File: src/rtl/arith_pkg.sv
// Shared arithmetic definitions: FSM state encoding and the default datapath width.
package arith_pkg;

  localparam int ARITH_WIDTH = 32;

  typedef enum logic [1:0] {
    IDLE = 2'd0,
    RUN  = 2'd1,
    DONE = 2'd2
  } state_t;

endpackage

File: src/rtl/full_subtractor.sv
// Single-bit full subtractor cell: diff = a - b - bin, purely combinational.
module full_subtractor (
  input  logic iA,
  input  logic iB,
  input  logic iBorrow,
  output logic oDiff,
  output logic oBorrow
);

  assign oDiff   = iA ^ iB ^ iBorrow;
  assign oBorrow = (~iA & iB) | (~(iA ^ iB) & iBorrow);

endmodule

File: src/rtl/serial_subtractor.sv
// Bit-serial subtractor, LSB first, one full-subtractor cell with a registered borrow.
// Optional signed overflow flag enabled by defining SERIAL_SUB_OVERFLOW_EN.
module serial_subtractor
  import arith_pkg::*;
#(
  parameter int WIDTH = ARITH_WIDTH
) (
  input  logic             iClk,
  input  logic             iRstn,
  input  logic             iStart,
  input  logic [WIDTH-1:0] iA,
  input  logic [WIDTH-1:0] iB,
  input  logic             iBorrow,
  output logic             oBusy,
  output logic             oDone,
  output logic [WIDTH-1:0] oDiff,
  output logic             oBorrow,
  output logic             oOverflow
);

  localparam int            CW       = $clog2(WIDTH);
  localparam logic [CW-1:0] LAST_BIT = CW'(WIDTH - 1);
  localparam logic [CW-1:0] CNT_ONE  = CW'(1);

  state_t           state_r;
  state_t           state_next_s;
  logic [CW-1:0]    cnt_r;
  logic [WIDTH-1:0] a_r;
  logic [WIDTH-1:0] b_r;
  logic [WIDTH-1:1] res_r;
  logic             brw_r;
  logic             cell_d_s;
  logic             cell_b_s;
  logic             accept_s;
  logic             last_s;
  logic [WIDTH-1:0] res_shift_s;

  full_subtractor u_cell (
    .iA      (a_r[0]),
    .iB      (b_r[0]),
    .iBorrow (brw_r),
    .oDiff   (cell_d_s),
    .oBorrow (cell_b_s)
  );

  assign accept_s    = iStart & ((state_r == IDLE) | (state_r == DONE));
  assign last_s      = (state_r == RUN) & (cnt_r == LAST_BIT);
  // Bit 0 of the partial result is only ever needed on the final edge, so it is not stored.
  assign res_shift_s = {cell_d_s, res_r};

  // FSM state register
  always_ff @(posedge iClk or negedge iRstn) begin
    if (!iRstn) begin
      state_r <= IDLE;
    end else begin
      state_r <= state_next_s;
    end
  end

  // FSM next-state logic
  always_comb begin
    state_next_s = state_r;
    case (state_r)
      IDLE:    state_next_s = iStart ? RUN : IDLE;
      RUN:     state_next_s = last_s ? DONE : RUN;
      DONE:    state_next_s = iStart ? RUN : IDLE;
      default: state_next_s = IDLE;
    endcase
  end

  // Operand shift registers, borrow chain and bit counter
  always_ff @(posedge iClk or negedge iRstn) begin
    if (!iRstn) begin
      a_r   <= '0;
      b_r   <= '0;
      res_r <= '0;
      brw_r <= 1'b0;
      cnt_r <= '0;
    end else if (accept_s) begin
      a_r   <= iA;
      b_r   <= iB;
      res_r <= '0;
      brw_r <= iBorrow;
      cnt_r <= '0;
    end else if (state_r == RUN) begin
      a_r   <= {1'b0, a_r[WIDTH-1:1]};
      b_r   <= {1'b0, b_r[WIDTH-1:1]};
      res_r <= res_shift_s[WIDTH-1:1];
      brw_r <= cell_b_s;
      cnt_r <= cnt_r + CNT_ONE;
    end else begin
      brw_r <= brw_r;
    end
  end

  // Registered status and result outputs; results change only on the last bit edge
  always_ff @(posedge iClk or negedge iRstn) begin
    if (!iRstn) begin
      oBusy   <= 1'b0;
      oDone   <= 1'b0;
      oDiff   <= '0;
      oBorrow <= 1'b0;
    end else begin
      oBusy <= (state_next_s == RUN);
      oDone <= last_s;
      if (last_s) begin
        oDiff   <= res_shift_s;
        oBorrow <= cell_b_s;
      end else begin
        oDiff   <= oDiff;
        oBorrow <= oBorrow;
      end
    end
  end

`ifdef SERIAL_SUB_OVERFLOW_EN
  logic sign_a_r;
  logic sign_b_r;

  // Operand signs latched at accept; overflow evaluated from the final difference bit
  always_ff @(posedge iClk or negedge iRstn) begin
    if (!iRstn) begin
      sign_a_r  <= 1'b0;
      sign_b_r  <= 1'b0;
      oOverflow <= 1'b0;
    end else if (accept_s) begin
      sign_a_r  <= iA[WIDTH-1];
      sign_b_r  <= iB[WIDTH-1];
    end else if (last_s) begin
      oOverflow <= (sign_a_r ^ sign_b_r) & (cell_d_s ^ sign_a_r);
    end else begin
      oOverflow <= oOverflow;
    end
  end
`else
  assign oOverflow = 1'b0;
`endif

endmodule

File: config.mk
export PLATFORM = sky130hd
export DESIGN_NAME = serial_subtractor
export DESIGN_NICKNAME = d
export VERILOG_FILES = /design/src/rtl/arith_pkg.sv /design/src/rtl/full_subtractor.sv /design/src/rtl/serial_subtractor.sv
export SDC_FILE = /design/constraint.sdc
export NUM_CORES = 1
export LEC_CHECK = 0
export ABC_AREA = 1
export CAP_MARGIN = 20
export CORE_ASPECT_RATIO = 1.1
export CORE_MARGIN = 4
export CORE_UTILIZATION = 35
export CTS_BUF_LIST = sky130_fd_sc_hd__clkbuf_4 sky130_fd_sc_hd__clkbuf_8
export DETAILED_ROUTE_END_ITERATION = 10
export GPL_ROUTABILITY_DRIVEN = 0
export PLACE_DENSITY = 0.6
export SLEW_MARGIN = 20
export SYNTH_ARGS = -nofsm -noshare
export SYNTH_HDL_FRONTEND = slang
export SYNTH_HIERARCHICAL = 1
export SYNTH_SLANG_ARGS = --single-unit
File: constraint.sdc
create_clock -name iClk -period 4.95 [get_ports iClk]
set_input_delay 0.99 -clock iClk [delete_from_list [all_inputs] [get_ports iClk]]
set_output_delay 0.99 -clock iClk [all_outputs]
set_load 0.03 [all_outputs]
==> metrics.yaml <==
htree_num_levels: 4
cts_resized: 0
slew_headroom: 0.344
drv_slew: 0
cts_setup_buffers: 0
crit-reg2reg-launch: "state_r[1]$_DFF_PN0_"
max_freq_ghz: 0.399
status: "finished, final reports clean"
grt_max_degree: 106
grt_remaining_overflow: 0
synth_area_sq_mm: 0.00569
startpoint_type: "input pin"
whs_path_depth: 2
reg2reg_setup_slack_ps: 2720
synth.yosys.seq_area_share: 0.607
hold_viol: 0
cts-root-buf: "clkbuf_8"
maxCapViolations: 0
cts.reportedPaths.clkPinSlew_ps: 80
area.growth.synth_to_final_pct: 26.3
numPortBuffers: 102
place_area_sq_mm: 0.00676
cp-end-kind: "flop"
r2r_cells: 3
drt_wl_total_um: 12700
cts_tree: "built"
die_h_um: 142
ctsLongestPathBuffers: 2
antenna_found_initial: 0
via_count: 4452
p_per_area_mw_per_mm2: 652
leakagePower_uw: 0.00337
skew_ps: 8.65
clkLatencyLatePin_ps: 430
grt_pass1_vias: 4354
cts-buffers-inserted: 17
io_pins: 104
min_to: "a_r[8]$_DFFE_PN0P_"
critPathArrivalTime_ps: 2800
drc: 0
initial_core_util: 0.360
synth_seq_cells: 138
cp_max_fo: 83
grt_usage: 0.144
synth-edff-count: 0
rsz0062_at_grt: "no"
finalInstanceArea_sq_mm: 0.00719
nFillCells: 1520
viasPerCell: 4.78
wl_per_cell_um: 13.6
dr.pass1.iters: 4
num_antenna_cells: 0
drive_above_1_share: 0.0616
rr_endpoint: "oDiff[4]$_DFFE_PN0P_"
die-area_sq_mm: 0.0184
hp-class: "reg -> reg"
std_cell_rows: 48
grt_pass1_wl_um: 21100
synthArstFlopShare: 1.00
worst_slew_pin_slew_ps: 983
synth_most_common_cell: "nand2_1"
drt-initial-drc-count: 239
critPathRequiredTime_ps: 5240
finalSetupViolCount: 0
hold_start: "a_r[8]$_DFFE_PN0P_"
synth_top_area_frac: 0.607
dpl.hpwl_um: 8040
synth_area_leaders: "dfrtp_1, nand2_1, o21ai_0, o21ai_1, o22ai_1"
power.total_uw: 4690
min_period_ps: 2510
netlist_instances: 634
timing.setup.tns_ps: 0
yosysTopAreaCell: "dfrtp_1"
fp.dieW_um: 130
startpoint: "iStart"
core_sq_mm: 0.0158
yosys_warnings: 6
hold_buffers: 0
syn_nets: 705
synth_top_flop_cell: "dfrtp_1"
ys_types: 20
irDropWorstVdd_mv: 0.234
nNetsFinal: 789
worstSetupPathType: "in -> reg"
cts.sinks: 138
synthTopCellsByCount: "nand2_1, dfrtp_1, o21ai_0"
antenna_left: 0
post-route-period-util: 0.506
avgSynthCellArea_sq_um: 8.97
-- metal layers --
layer,up-vias,routed length [um],global-route usage
met2,142,5750,0.213
met3,19,790,0.0388
met4,0,251,0.0531
met5,-,0,0
met1,2088,5870,0.202
li1,2203,-,-
-- final cells by class --
type                       instances  area, sq um  share of cell area
sequential                       138         3450               0.481
tap                              200          250              0.0348
clock inverter                    14          173              0.0240
clock buffer                      18          248              0.0345
inverter                          48          180              0.0251
multi-input combinational        407         1830               0.255
timing repair buffer             106         1050               0.146
-- how the worst max path moves through the flow --
stage,to,slack (ps)
after floorplan,a_r[13]$_DFFE_PN0P_,3210
after global placement,a_r[12]$_DFFE_PN0P_,2040
after detailed placement,a_r[12]$_DFFE_PN0P_,1950
after CTS,oDiff[4]$_DFFE_PN0P_,2280
after global routing,a_r[12]$_DFFE_PN0P_,2270
final,a_r[12]$_DFFE_PN0P_,2440
-- cells by family after synthesis --
family / after synthesis / share of synthesized area
and+or+nand+nor: 251 / 0.170
AOI/OAI and AO/OA: 152 / 0.141
DFF: 138 / 0.607
buffers and inverters: 89 / 0.0735
adders and majority gates: 3 / 0.00792
other: 1 / 0.000659
-- placed cells by master, fill, tap and decap left out --
cell type / instances
clkinvlp_4: 8
nor2_1: 31
clkinv_4: 1
nand2_1: 205
o22ai_1: 31
dfrtp_1: 138
buf_6: 1
fa_1: 1
nand3_1: 10
o21ai_1: 42
nor2_4: 1
conb_1: 1
clkinv_2: 1
ha_1: 2
inv_1: 45
inv_2: 3
clkbuf_8: 18
clkdlybuf4s50_1: 101
inv_6: 1
buf_4: 4
o211ai_1: 2
nand2_4: 1
nand2_2: 3
a21oi_1: 28
bufinv_16: 3
o21ai_0: 49
-- state kept, by name, indices dropped and copies added, names as in the netlist --
register / count
res_r: 31
cnt_r: 5
state_r: 2
b_r: 32
brw_r: 1
a_r: 32
oDiff: 32
oBorrow: 1
oBusy: 1
oDone: 1
-- where the power goes --
group	leakage, uW	switching, uW	internal [uW]
logic	0.00156	1110	710
registers	0.00163	256	1660
clock network	0.000186	443	511
total	0.00337	1810	2880
-- critical path: stages --
cell and delay, ps:
clkdlybuf4s50_1 420, nand2_2 90, buf_4 570, inv_2 470, nand2_1 160, o211ai_1 100
-- metrics by stage --
step,hold WS (ps),cells,setup WS (ps),util
final,482,931,2440,0.455
after detailed placement,465,899,1950,0.428
after floorplan,437,634,3210,-
after global routing,507,931,2270,0.455
after CTS,487,931,2280,0.455
after global placement,456,899,2040,0.428
(Power assumes the default switching activity.)
